--- config.mk ---
export PLATFORM = sky130hd
export DESIGN_NAME = ones_count_exerciser
export DESIGN_NICKNAME = d
export VERILOG_FILES = /design/src/rtl/ones_count_exerciser.sv
export SDC_FILE = /design/constraint.sdc
export NUM_CORES = 1
export LEC_CHECK = 0
export BUFFER_PORTS_ARGS = -buffer_cell sky130_fd_sc_hd__buf_4
export CAP_MARGIN = 20
export CORE_ASPECT_RATIO = 1.4
export CORE_MARGIN = 2
export CORE_UTILIZATION = 49
export DETAILED_ROUTE_END_ITERATION = 16
export PLACE_DENSITY = 0.76
export SYNTH_ARGS = -nofsm -noshare
export SYNTH_HDL_FRONTEND = slang
export SYNTH_SLANG_ARGS = --single-unit
--- constraint.sdc ---
create_clock -name clk -period 8.2 [get_ports clk]
set_clock_uncertainty 0.2 [all_clocks]
set_input_delay 0.82 -clock clk [delete_from_list [all_inputs] [get_ports clk]]
set_output_delay 0.82 -clock clk [all_outputs]
set_load 0.02 [all_outputs]
--- src/rtl/ones_count_exerciser.sv ---
// ones_count_exerciser
//   On-board self-test engine for the 3-input ones-counter family. Steps a shared stimulus
//   vector {a,b,c} through 000..111, holding each value for HOLD_CYCLES clocks. On the last
//   clock of each vector it compares up to three 2-bit DUT responses against a golden
//   ones-count ({carry, sum}). It also accumulates a per-DUT error mask, a saturating error
//   count and the first failing vector.
//
// Parameters
//   HOLD_CYCLES : clocks each vector is held (2..65535)
//   DUT_MASK    : bit i set -> resp<i> is checked, otherwise ignored
//
// Ports
//   clk        in   system clock, rising edge
//   rst        in   asynchronous active-high reset
//   start      in   starts a run when sampled high in IDLE or DONE
//   a, b, c    out  stimulus vector (a = MSB)
//   resp0..2   in   DUT responses, [1]=carry (majority), [0]=sum (parity)
//   busy       out  run in progress
//   done       out  run finished, results valid until next start or rst
//   pass       out  valid with done; 1 = no mismatches
//   err_mask   out  sticky per-DUT mismatch flags
//   err_count  out  total mismatches, saturating at 31
//   first_fail out  first vector with any mismatch (0 if none)
//
// Build option
//   ONES_COUNT_EXERCISER_STOP_ON_FAIL_EN : when defined, the run ends at the first
//   mismatching compare and the failing vector is left on a,b,c.

module ones_count_exerciser #(
    parameter int unsigned HOLD_CYCLES = 100,
    parameter logic [2:0]  DUT_MASK    = 3'b111
) (
    input  logic       clk,
    input  logic       rst,
    input  logic       start,
    output logic       a,
    output logic       b,
    output logic       c,
    input  logic [1:0] resp0,
    input  logic [1:0] resp1,
    input  logic [1:0] resp2,
    output logic       busy,
    output logic       done,
    output logic       pass,
    output logic [2:0] err_mask,
    output logic [4:0] err_count,
    output logic [2:0] first_fail
);

`ifdef ONES_COUNT_EXERCISER_STOP_ON_FAIL_EN
    localparam bit StopOnFail = 1'b1;
`else
    localparam bit StopOnFail = 1'b0;
`endif

    localparam logic [15:0] HoldLast = 16'(HOLD_CYCLES - 1);

    typedef enum logic [1:0] {StIdle, StApply, StDone} state_e;

    state_e      state_q, state_d;
    logic [15:0] hold_q, hold_d;
    logic [2:0]  vec_q, vec_d;
    logic [2:0]  err_mask_q, err_mask_d;
    logic [4:0]  err_count_q, err_count_d;
    logic [2:0]  first_fail_q, first_fail_d;

    logic [1:0]  golden;
    logic [2:0]  mismatch;
    logic [1:0]  mis_num;
    logic [5:0]  err_sum;
    logic        last_clk;
    logic        any_mis;
    logic        start_ok;

    // Compare datapath
    always_comb begin
        golden = {(vec_q[2] & vec_q[1]) | (vec_q[2] & vec_q[0]) | (vec_q[1] & vec_q[0]),
                  ^vec_q};
        mismatch[0] = DUT_MASK[0] && (resp0 != golden);
        mismatch[1] = DUT_MASK[1] && (resp1 != golden);
        mismatch[2] = DUT_MASK[2] && (resp2 != golden);
        mis_num  = {1'b0, mismatch[0]} + {1'b0, mismatch[1]} + {1'b0, mismatch[2]};
        err_sum  = {1'b0, err_count_q} + {4'b0, mis_num};
        last_clk = (state_q == StApply) && (hold_q == HoldLast);
        any_mis  = last_clk && (mismatch != 3'b000);
        start_ok = start && ((state_q == StIdle) || (state_q == StDone));
    end

    // State and datapath registers
    always_ff @(posedge clk or posedge rst) begin
        if (rst) begin
            state_q      <= StIdle;
            hold_q       <= '0;
            vec_q        <= '0;
            err_mask_q   <= '0;
            err_count_q  <= '0;
            first_fail_q <= '0;
        end else begin
            state_q      <= state_d;
            hold_q       <= hold_d;
            vec_q        <= vec_d;
            err_mask_q   <= err_mask_d;
            err_count_q  <= err_count_d;
            first_fail_q <= first_fail_d;
        end
    end

    // Next-state logic
    always_comb begin
        state_d = state_q;
        unique case (state_q)
            StIdle, StDone: begin
                if (start) state_d = StApply;
            end
            StApply: begin
                if (last_clk) begin
                    if (StopOnFail && any_mis) state_d = StDone;
                    else if (vec_q == 3'b111)  state_d = StDone;
                end
            end
            default: state_d = StIdle;
        endcase
    end

    // Datapath next-state
    always_comb begin
        hold_d       = hold_q;
        vec_d        = vec_q;
        err_mask_d   = err_mask_q;
        err_count_d  = err_count_q;
        first_fail_d = first_fail_q;
        if (start_ok) begin
            hold_d       = '0;
            vec_d        = '0;
            err_mask_d   = '0;
            err_count_d  = '0;
            first_fail_d = '0;
        end else if (state_q == StApply) begin
            hold_d = hold_q + 16'd1;
            if (last_clk) begin
                hold_d      = '0;
                // 111 wraps to 000, which is also the vector left on the outputs in DONE
                vec_d       = vec_q + 3'd1;
                err_mask_d  = err_mask_q | mismatch;
                err_count_d = (err_sum > 6'd31) ? 5'd31 : err_sum[4:0];
                // An empty mask means no mismatch has been seen yet in this run
                if (any_mis && (err_mask_q == 3'b000)) first_fail_d = vec_q;
                if (StopOnFail && any_mis) vec_d = vec_q;
            end
        end
    end

    // Outputs
    always_comb begin
        busy       = (state_q == StApply);
        done       = (state_q == StDone);
        pass       = (state_q == StDone) && (err_mask_q == 3'b000);
        a          = vec_q[2];
        b          = vec_q[1];
        c          = vec_q[0];
        err_mask   = err_mask_q;
        err_count  = err_count_q;
        first_fail = first_fail_q;
    end

endmodule

# Word level (Yosys, flattened, before mapping)
# Index checks and enable logic that the tools add are counted.
# totals
ff_bits	32
inputBits	9
out_inout_bits	17
word_cells	66
# classes
addsub	5
order_cmp	1
n_eq_ne	10
mux	21
bitwise	6
n_reduce_logical	17
# op_table
cell	n
16-bit 2-to-1 mux	3
3-bit 2-to-1 mux	10
5-bit 2-to-1 mux	4
16-bit by 1-bit adder with 16-bit output, second input constant	1
16-bit by 7-bit equality test with 1-bit output, second input constant	1
5-bit by 2-bit adder with 6-bit output	1
6-bit by 5-bit > comparator with 1-bit output, second input constant	1
2-bit 2-to-1 mux	3
2-bit inequality test	3
3-bit AND reduction	2
2-bit nonzero test	3
1-bit logical AND	5
2-bit by 1-bit inequality test with 1-bit output, second input constant	2
2-bit case mux with 2 select lines	1
3-bit by 1-bit adder with 3-bit output, second input constant	1
1-bit AND	3
3-bit equality test, second input constant	1
3-bit logical NOT	1
3-bit bitwise OR	1
3-bit nonzero test	1
3-bit parity	1
1-bit by 1-bit adder with 2-bit output	1
2-bit by 1-bit adder with 2-bit output	1
2-bit by 1-bit equality test with 1-bit output, second input constant	1
other kinds (7)	8

# Longest topological paths before layout
# Gate-level depths: netlist (run 1).
# logic_depth
word_depth	12
ltp_mapped	11
ltp_nobuf	11

# Worst setup path before layout (run 1)
# OpenSTA, ideal clock, no wires.
# synth_path
path_kind	flip-flop to flip-flop
startpoint	register vec_q[2]
endpoint	register err_count_q[4] (netlist: err_count[4])
setup_ns	0.136
arrival_ns	2.968
t_required_ns	7.864
setup_slack_ns	4.896
stages_incl_launch_ff	12
n_path_buf	0
period_less_slack_ns	3.304
path_cell_list	dfrtp_1 > fa_1 > xor2_1 > nor2_1 > fa_1 > inv_1 > ha_1 > inv_1 > fa_1 > nor3_1 > and4b_1 > nor3_1
# synth_via
elab_chain_len	12
elab_cells_between_ends	16
classes_between	add/sub (3); order compare (1); eq/ne (3); mux (4); bitwise (4); reduce/logical (1)
# synth_lines
item	line	rtl
start, declared	62	logic [2:0] vec_q, vec_d;
start signal, assigned	101	vec_q <= vec_d;
1-bit AND	77	golden = {(vec_q[2] & vec_q[1]) | (vec_q[2] & vec_q[0]) | (vec_q[1] & vec_q[0]),
1-bit bitwise OR (2 in a row)	77	
2-bit inequality test (on tied branches)	79, 80	
1-bit by 1-bit adder with 2-bit output	82	mis_num = {1'b0, mismatch[0]} + {1'b0, mismatch[1]} + {1'b0, mismatch[2]};
2-bit by 1-bit adder with 2-bit output (*)	82	
5-bit by 2-bit adder with 6-bit output (*)	83	err_sum = {1'b0, err_count_q} + {4'b0, mis_num};
6-bit by 5-bit > comparator with 1-bit output	145	err_count_d = (err_sum > 6'd31) ? 5'd31 : err_sum[4:0];
5-bit 2-to-1 mux (*)	145	
5-bit 2-to-1 mux (*)	140	if (last_clk) begin
5-bit 2-to-1 mux (*)	138	end else if (state_q == StApply) begin
5-bit 2-to-1 mux (*)	132	if (start_ok) begin
end signal, assigned	103	err_count_q <= err_count_d;
end, declared	64	logic [4:0] err_count_q, err_count_d;
# Every way passes the cells marked *; elsewhere a longest branch is shown, timed or not. The select of a mux whose other input is x is not followed.
# A chain may end at the register's enable or synchronous reset.

# Worst setup path after layout (run 1)
# Ends and elaborated chain as after synthesis.

==> flow_summary.yaml, run 1 <==
status:
  status: "completed"
pwr:
  p_total_uw: 510
  power_frac_seq: 0.418
  intPower_uw: 342
  leakage_uw: 0.00103
  powerDensity_nw_per_um2: 227
  p_switching_uw: 167
  clkPwrFrac: 0.332
  swShare: 0.328
  ir_worst_vdd_mv: 0.184
  comb_power_share: 0.250
timing:
  slew_viol_final: 0
  period_minus_slack_ns: 3.44
  slew_headroom: 0.467
  finalHoldViolations: 0
  period_share: 0.420
  rsz0062_at_grt: "no"
  setup_viol: 0
  worstMarginPinSlew_ns: 0.794
  clock.fmax_ghz: 0.290
  tns_ns: 0
synth:
  synth_seq_cells: 32
  yosysWarnings: 0
  yosysUniqueCellTypes: 43
  seq_area_frac_synth: 0.423
  synth_nets: 212
  synthCells: 195
  synth_area_um2: 1890
  syn_avg_cell_area_um2: 9.70
detailed_routing:
  num_vias: 1560
  dr.pass1.iters: 4
  drt-total-wl_um: 4170
  vias_per_cell: 5.91
  drc: 0
  wl_per_cell_um: 15.8
  ant_nets: 0
  drt_iter0_markers: 35
worst_setup_path:
  arrival_ns: 3.42
  startpoint_type: "register"
  crit_type: "register to register"
  end_kind: "register"
  required_ns: 8.18
  worstPathMaxFanout: 5
final_layout:
  syn2layout_area_growth_pct: 18.5
  drive_gt1_frac: 0.189
  nNetsFinal: 238
  stdcell_area_um2: 2240
  antenna_cells: 0
die:
  die_x_um: 56.5
  dieHeight_um: 77.5
  ios: 26
  placeableCoreArea_um2: 3680
  fp.dieArea_um2: 4380
  initial_core_util: 0.515
  num_rows: 26
placed_design:
  io_buffer_count: 25
  place_congestion: 0.845
  dpl_cell_area_um2: 2110
  dpl.hpwl_um: 2870
clock_tree:
  htreeDepth: 2
  clk_pin_slew_ns: 0.07
  root_buffer: "clkbuf_8"
  post-cts-setup-buffers: 0
  clk-insertion-delay-late_ns: 0.29
  clkSinkCount: 32
  cts_buffers: 5
  cts_hold_buf: 0
  cts_resized: 0
  clockBufferDepth: 2
  tritoncts: "yes"
grt:
  antenna_found_initial: 0
  grt_pass1_wl_um: 7100
  grt_usage: 0.206
  grt_pass1_vias: 1528
  grt_max_degree: 33
  grt-ovfl-total: 0
min_path:
  hp-class: "register to register"
flow_run:
  drv_cap: 0
## logic make-up (layout without fill, tap and decap cells)
family,after synthesis,after routing,synth area share
AO/OA/AOI/OAI,43,43,0.159
XOR/XNOR,17,17,0.0787
adder cells (fa/ha/maj),8,8,0.0648
buffers and inverters,25,52,0.0509
flip-flops,32,32,0.423
multiplexers,3,3,0.0159
AND/OR/NAND/NOR,67,67,0.208
## cells in the mapped netlist (all sizes together)
| cell | count | area share |
|---|---|---|
| buf | 2 | 0.0053 |
| o211ai | 2 | 0.0079 |
| a41oi | 2 | 0.0093 |
| and4b | 2 | 0.011 |
| a2111oi | 5 | 0.023 |
| nand2b | 4 | 0.013 |
| xor2 | 5 | 0.023 |
| nor3b | 1 | 0.0040 |
| and4 | 1 | 0.0046 |
| nand2 | 11 | 0.022 |
| o21a | 2 | 0.0079 |
| nor3 | 5 | 0.013 |
| o2bb2ai | 1 | 0.0046 |
| a311oi | 2 | 0.013 |
| nor2 | 17 | 0.034 |
| and2 | 2 | 0.0066 |
| o31ai | 2 | 0.0079 |
| a211oi | 4 | 0.016 |
| and4bb | 1 | 0.0066 |
| a31oi | 6 | 0.020 |
| or4 | 3 | 0.014 |
| fa | 3 | 0.032 |
| and3 | 1 | 0.0033 |
| nor4 | 5 | 0.023 |
| nor2b | 3 | 0.0099 |
| o21ai | 7 | 0.019 |
| a21oi | 8 | 0.021 |
| a22o | 1 | 0.0046 |
| xnor2 | 12 | 0.056 |
| nand3 | 7 | 0.019 |
| inv | 17 | 0.034 |
| mux2i | 3 | 0.016 |
| ha | 5 | 0.033 |
| clkbuf | 6 | 0.012 |
| nand4 | 4 | 0.024 |
| a221o | 1 | 0.0053 |
| dfrtp | 32 | 0.42 |
## worst paths after layout
| check | cells past startpoint | to | slack, ns | from |
|---|---|---|---|---|
| setup / recovery | 11 | err_count[4]$_DFFE_PP0P_ | 4.76 | vec_q[2]$_DFFE_PP0P_ |
| max in group asynchronous | 3 | state_q[0]$_DFFE_PP0P_ | 7.10 | rst |
| hold reg to reg | 1 | hold_q[15]$_DFFE_PP0P_ | 0.33 | hold_q[15]$_DFFE_PP0P_ |
| hold / removal | 1 | hold_q[15]$_DFFE_PP0P_ | 0.33 | hold_q[15]$_DFFE_PP0P_ |
| min in group asynchronous | 3 | hold_q[9]$_DFFE_PP0P_ | 0.41 | rst |
| setup reg to reg | 11 | err_count[4]$_DFFE_PP0P_ | 4.76 | vec_q[2]$_DFFE_PP0P_ |
## layout make-up
type	count	area, um2
Sequential cell	32	801
Multi-Input combinational cell	138	995
Clock buffer	7	96.3
Fill cell	306	1440
Clock inverter	1	30.0
Timing Repair Buffer	27	203
Inverter	17	63.8
Tap cell	42	52.6
## layer usage
metal	track usage	part of all wire	vias to the layer above
li1	-	-	748
met1	0.244	0.43	769
met2	0.348	0.51	32
met3	0.0500	0.036	11
met4	0.0929	0.030	0
met5	0	0	-
## cell usage in the layout (no fill, tap or decap), drive strengths merged, types with 3 or more instances in the layout
master	n
inv	17
a211oi	4
xnor2	12
nor2	17
nand2	11
dfrtp	32
buf	27
a2111oi	5
xor2	5
clkbuf	7
fa	3
nor2b	3
nor3	5
nand3	7
a21oi	8
ha	5
o21ai	7
nand4	4
or4	3
nor4	5
a31oi	6
nand2b	4
mux2i	3
## power groups by stage
stage / logic, uW / clock network (uW) / registers, uW
3_5_place_dp: 127 / 0 / 216
5_1_grt: 148 / 178 / 217
4_1_cts: 128 / 171 / 213
6_report: 127 / 169 / 213
2_1_floorplan: 94.8 / 0 / 213
3_3_place_gp: 124 / 0 / 214
## stage by stage
stage | setup slack (ns) | cells | hold WS [ns] | util
6_report | 4.76 | 264 | 0.330 | 0.610
5_1_grt | 4.58 | 264 | 0.326 | 0.610
4_1_cts | 4.78 | 264 | 0.313 | 0.610
3_5_place_dp | 4.82 | 256 | 0.303 | 0.575
3_3_place_gp | 4.88 | 256 | 0.294 | 0.575
2_1_floorplan | 4.90 | 195 | 0.254 | -
## registers in the layout (all words and copies together), names as in the netlist
register and cells:
state_q 2, err_mask 3, err_count 5, hold_q 16, first_fail 3, vec_q 3
## critical path, cell delays in order, from the launching register on
cell	delay [ns]
dfrtp_1	0.44
fa_1	0.57
xor2_1	0.17
nor2_1	0.26
fa_1	0.47
inv_1	0.07
ha_1	0.16
inv_1	0.05
fa_1	0.39
nor3_1	0.28
and4b_1	0.23
nor3_1	0.04
No activity file was read; power rests on OpenSTA's default activity.
==> run 2: changes to the inputs <==
--- a/config.mk
+++ b/config.mk
@@ -11,7 +11,7 @@
 export CORE_MARGIN = 2
 export CORE_UTILIZATION = 49
 export DETAILED_ROUTE_END_ITERATION = 16
-export PLACE_DENSITY = 0.76
+export PLACE_DENSITY = 0.78
 export SYNTH_ARGS = -nofsm -noshare
 export SYNTH_HDL_FRONTEND = slang
 export SYNTH_SLANG_ARGS = --single-unit
==> constraint.sdc (replaced) <==
create_clock -name clk -period 3 [get_ports clk]
set_clock_uncertainty 0.2 [all_clocks]
set_input_delay 0.3 -clock clk [delete_from_list [all_inputs] [get_ports clk]]
set_output_delay 0.3 -clock clk [all_outputs]
set_load 0.02 [all_outputs]
==> run 2 against run 1 <==
- the flow now finishes with violations (negative setup slack)
- clock power up 110%
- hold slack hardly changed
- highest routed layer unchanged
- design area increased by 5.5%
- final cell count increased by 4.9%
- largest cell class unchanged
- clock-buffer cell count unchanged
- register-to-register slack got worse by 5.0 ns
- sequential power rose to 2.7 times the previous value
- flip-flop and latch count stayed put
- critical path depth unchanged
- maximum frequency rose by 7.6%
- sequential share of layout area fell by 1.8 points
==> flow_summary.yaml, run 2 (same netlist as run 1, synthesis figures left out) <==
status:
  status: "finished, violations left"
  violations: "negative setup slack"
worst_setup_path:
  worstPathMaxFanout: 3
  arrival_ns: 3.16
  crit_type: "register to register"
  end_kind: "register"
  r2r-start: "vec_q[1]$_DFFE_PP0P_"
  required_ns: 2.96
  worstReg2RegEnd: "err_count[1]$_DFFE_PP0P_"
  regToRegSetupSlack_ns: -0.20
  startpoint_type: "register"
  reg2regPathDepth: 11
final_layout:
  syn2layout_area_growth_pct: 25.0
  nFillCells: 292
  layout_commonest_cell: "buf_4"
  drive_gt1_frac: 0.281
  layout.cells.non_filler: 277
  antenna_cells: 0
  largest_reg_flops: 16
  largest-register: "hold_q"
  multi_input_area_um2: 1050
  final_cell_mix: "38 x buf_4, 30 x dfrtp_1, 15 x nor2_1, 14 x inv_1, 12 x xnor2_1"
  nNetsFinal: 251
  seq_area_um2: 803
  final_util: 0.643
die:
  die_x_um: 56.5
  num_rows: 26
  initial_core_util: 0.515
  placeableCoreArea_um2: 3680
  fp.dieArea_um2: 4380
  dieHeight_um: 77.5
  ios: 26
grt:
  use_met3: 0.0433
  grt_pass1_vias: 1599
  grt_busiest_layer: "met2"
  antenna_found_initial: 0
  grt_use_met2: 0.343
  grt_max_degree: 18
  grt-ovfl-total: 0
  grt_usage: 0.208
  use_met1: 0.267
  grt_pass1_wl_um: 7270
timing:
  clock.fmax_ghz: 0.312
  period_share: 1.07
  period_minus_slack_ns: 3.20
  slew_viol_final: 0
  finalHoldViolations: 0
  whs_ns: 0.330
  setup_viol: 4
  worstMarginPinSlew_ns: 0.683
  rsz0062_at_grt: "yes"
  slew_headroom: 0.539
  fin_ws_ns: -0.201
detailed_routing:
  drt_iter0_markers: 46
  drt-total-wl_um: 4320
  dr.pass1.iters: 4
  drc: 0
  num_vias: 1600
  wl_per_cell_um: 15.6
  ant_nets: 0
  vias_per_cell: 5.78
min_path:
  hold_start: "first_fail[2]$_DFFE_PP0P_"
  hold_depth: 2
  hp-class: "register to register"
  hold-path-endpoint: "first_fail[2]$_DFFE_PP0P_"
clock_tree:
  clkSinkCount: 32
  clk_pin_slew_ns: 0.07
  cts_buffers: 5
  clockBufferDepth: 2
  htreeDepth: 2
  tritoncts: "yes"
  root_buffer: "clkbuf_8"
  clk-insertion-delay-late_ns: 0.29
pwr:
  ir_worst_vdd_mv: 0.452
  leakage_uw: 0.00107
  p_total_uw: 1360
  powerDensity_nw_per_um2: 575
flow_run:
  drv_cap: 0
placed_design:
  io_buffer_count: 25
  pre_cts_ws_ns: -0.173
  dpl.hpwl_um: 3000
  place_congestion: 0.834
  post-place-cells: 265
==> run 2: worst max-delay path by stage <==
stage,from,endpoint,slack (ns),cells past startpoint
finish,vec_q[1]$_DFFE_PP0P_,err_count[1]$_DFFE_PP0P_,-0.20,11
global route,vec_q[1]$_DFFE_PP0P_,err_count[1]$_DFFE_PP0P_,-0.31,11
CTS,vec_q[2]$_DFFE_PP0P_,err_count[1]$_DFFE_PP0P_,-0.11,11
detailed placement,vec_q[1]$_DFFE_PP0P_,err_count[1]$_DFFE_PP0P_,-0.17,11
global placement,vec_q[1]$_DFFE_PP0P_,err_count[1]$_DFFE_PP0P_,-0.12,11
floorplan,vec_q[1]$_DFFE_PP0P_,err_count[1]$_DFFE_PP0P_,-0.15,11
==> run 2: power breakdown <==
group / switching (uW) / leakage (uW) / internal, uW / total, uW
combinational: 234 / 0.000596 / 197 / 430
sequential: 84.6 / 0.000426 / 494 / 579
clock: 164 / 0.0000445 / 186 / 350
==> run 2: cell type report <==
cell class              instances  share of cell area
multi-input cells             138               0.442
flip-flops and latches         32               0.340
repair buffers                 40               0.129
clock buffers                   7              0.0365
inverters                      17              0.0270
well taps                      42              0.0222
clock inverters                 1             0.00317
==> run 2: metrics by stage <==
step / TNS (ns) / cell area (um2)
2_1_floorplan: -0.358 / 1910
3_3_place_gp: -0.333 / 2200
3_5_place_dp: -0.487 / 2200
4_1_cts: -0.253 / 2340
5_1_grt: -1.10 / 2360
6_report: -0.497 / 2360
==> run 2: repair_timing <==
action                                  4_1_cts  5_1_grt
endpoints found under the hold margin        16        0
resized for setup                             2        6
buffers inserted                              2        0
hold buffers                                  2        0
pin swaps                                     4        3
endpoints found under the setup margin        4        5
==> run 2: worst max-delay path, stage by stage (launching register included) <==
cell and delay, ns:
dfrtp_2 0.42, fa_2 0.63, xor2_1 0.20, nor2_2 0.07
fa_1 0.46, inv_2 0.08, ha_4 0.13, inv_2 0.03
fa_2 0.52, inv_2 0.03, o211ai_1 0.17, o31ai_1 0.12
==> run 2: metal layers <==
layer	up-vias	share of wire
met5	-	0
met4	0	0.011
met3	6	0.035
met2	41	0.51
met1	779	0.44
li1	774	-
==> run 3: changes to the inputs <==
--- a/config.mk
+++ b/config.mk
@@ -9,9 +9,9 @@
 export CAP_MARGIN = 20
 export CORE_ASPECT_RATIO = 1.4
 export CORE_MARGIN = 2
-export CORE_UTILIZATION = 49
+export CORE_UTILIZATION = 51
 export DETAILED_ROUTE_END_ITERATION = 16
-export PLACE_DENSITY = 0.78
+export PLACE_DENSITY = 0.81
 export SYNTH_ARGS = -nofsm -noshare
 export SYNTH_HDL_FRONTEND = slang
 export SYNTH_SLANG_ARGS = --single-unit
==> run 3 against run 2 <==
- the flow still finishes with violations (negative setup slack)
- utilization is 0.64 points higher
- clock power is 5% lower
- global-route usage grew 1.1 points
- non-clock buffer count decreased by 1
- design area decreased by 0.79%
- first-iteration DRC count increased by 13%
- hold slack worse by 0.026 ns
- critical endpoint unchanged
- die area shrank 3.7%
- final cell count fell by 0.36%
- register-to-register slack better by 0.09 ns
- via count is 0.75% higher
==> flow_summary.yaml, run 3 (same netlist as run 1, synthesis figures left out) <==
status:
  status: "finished, violations left"
  violations: "negative setup slack"
die:
  num_rows: 26
  dieHeight_um: 76.1
  ios: 26
  placeableCoreArea_um2: 3610
  fp.dieArea_um2: 4220
  initial_core_util: 0.524
  die_x_um: 55.5
timing:
  whs_ns: 0.304
  period_share: 1.04
  rsz0062_at_grt: "yes"
  worstMarginPinSlew_ns: 0.674
  tns_ns: -0.225
  finalHoldViolations: 0
  slew_viol_final: 0
  slew_headroom: 0.545
  clock.fmax_ghz: 0.322
  setup_viol: 4
  fin_ws_ns: -0.106
  period_minus_slack_ns: 3.11
worst_setup_path:
  arrival_ns: 3.07
  startpoint_type: "register"
  required_ns: 2.97
  crit_type: "register to register"
  worstPathMaxFanout: 3
  r2r-start: "vec_q[1]$_DFFE_PP0P_"
  startpoint: "vec_q[1]$_DFFE_PP0P_"
  end_kind: "register"
grt:
  grt_pass1_wl_um: 7440
  grt-ovfl-total: 0
  grt_max_degree: 23
  antenna_found_initial: 0
  grt_pass1_vias: 1627
  grt_usage: 0.219
clock_tree:
  htreeDepth: 2
  clkSinkCount: 32
  cts_buffers: 5
  tritoncts: "yes"
  root_buffer: "clkbuf_8"
  post-cts-setup-buffers: 0
  clk_pin_slew_ns: 0.07
  clockBufferDepth: 2
  clk-insertion-delay-late_ns: 0.29
detailed_routing:
  dr.pass1.iters: 4
  ant_nets: 0
  vias_per_cell: 5.84
  drt_iter0_markers: 52
  wl_per_cell_um: 15.5
  drt-total-wl_um: 4280
  drc: 0
  num_vias: 1612
min_path:
  hold_start: "hold_q[15]$_DFFE_PP0P_"
  hp-class: "register to register"
placed_design:
  place_congestion: 0.859
  dpl_cell_area_um2: 2210
  io_buffer_count: 25
  dpl.hpwl_um: 3010
final_layout:
  antenna_cells: 0
  stdcell_area_um2: 2350
  drive_gt1_frac: 0.282
  largest-register: "hold_q"
  multi_input_area_um2: 1040
  nFillCells: 285
  largest_reg_flops: 16
  final_util: 0.650
  syn2layout_area_growth_pct: 24.0
  nNetsFinal: 250
  seq_area_um2: 803
  layout_commonest_cell: "buf_4"
  final_cell_mix: "37 x buf_4, 30 x dfrtp_1, 15 x nor2_1, 15 x inv_1, 12 x xnor2_1"
flow_run:
  drv_cap: 0
pwr:
  powerDensity_nw_per_um2: 569
  leakage_uw: 0.00106
  ir_worst_vdd_mv: 0.391
run 3: changes by cell type in the layout (fill, tap and decap cells not counted), sizes merged:
cell,previous run,this run
buf,38,37
clkbuf,7,6
clkinv,0,1
run 3: cell type report:
type / count / share of cell area
Sequential cell: 32 / 0.342
Inverter: 17 / 0.0272
Tap cell: 42 / 0.0224
Clock inverter: 2 / 0.00533
Clock buffer: 6 / 0.0309
Timing Repair Buffer: 39 / 0.127
Multi-Input combinational cell: 138 / 0.445
run 3: critical path: stages, from the launching register on:
cell and delay [ns]:
dfrtp_2 0.42, fa_2 0.62, xor2_1 0.19, nor2_2 0.07, fa_2 0.44, inv_2 0.07
ha_4 0.13, inv_2 0.04, fa_2 0.51, inv_1 0.04, o211ai_1 0.16, o31ai_1 0.09
run 3: worst paths after layout:
| path | slack [ns] | endpoint | depth (start not counted) |
|---|---|---|---|
| setup / recovery | -0.11 | err_count[1]$_DFFE_PP0P_ | 11 |
| hold / removal | 0.30 | hold_q[15]$_DFFE_PP0P_ | 1 |
| setup reg to reg | -0.11 | err_count[1]$_DFFE_PP0P_ | 11 |
| hold reg to reg | 0.30 | hold_q[15]$_DFFE_PP0P_ | 1 |
| max in group asynchronous | 1.49 | vec_q[1]$_DFFE_PP0P_ | 4 |
| min in group asynchronous | 0.43 | hold_q[3]$_DFFE_PP0P_ | 3 |
run 3: report_power, final:
part	switching, uW	total, uW	internal, uW
Combinational	226	423	198
Sequential	87.3	581	494
Clock	169	331	162
run 3: what timing repair did:
| action | 4_1_cts | 5_1_grt |
|---|---|---|
| hold endpoints to repair | 15 | 0 |
| gates resized for setup | 6 | 3 |
| endpoints found under the setup margin | 5 | 5 |
| hold buffers | 2 | 0 |
| pin swaps | 8 | 8 |
run 3: per-layer routing:
layer,routed length (um),vias to the layer above,part of all wire,global-route usage
li1,-,773,-,-
met4,82,0,0.019,0.100
met2,2180,46,0.51,0.370
met5,0,-,0,0
met3,186,7,0.043,0.0407
met1,1830,786,0.43,0.267
run 3: through the flow:
step / instances / setup slack, ns / power [uW]
5_1_grt: 276 / -0.200 / 1430
2_1_floorplan: 195 / -0.149 / 851
6_report: 276 / -0.106 / 1340
3_5_place_dp: 266 / -0.198 / 980
4_1_cts: 276 / -0.136 / 1340
3_3_place_gp: 266 / -0.107 / 966
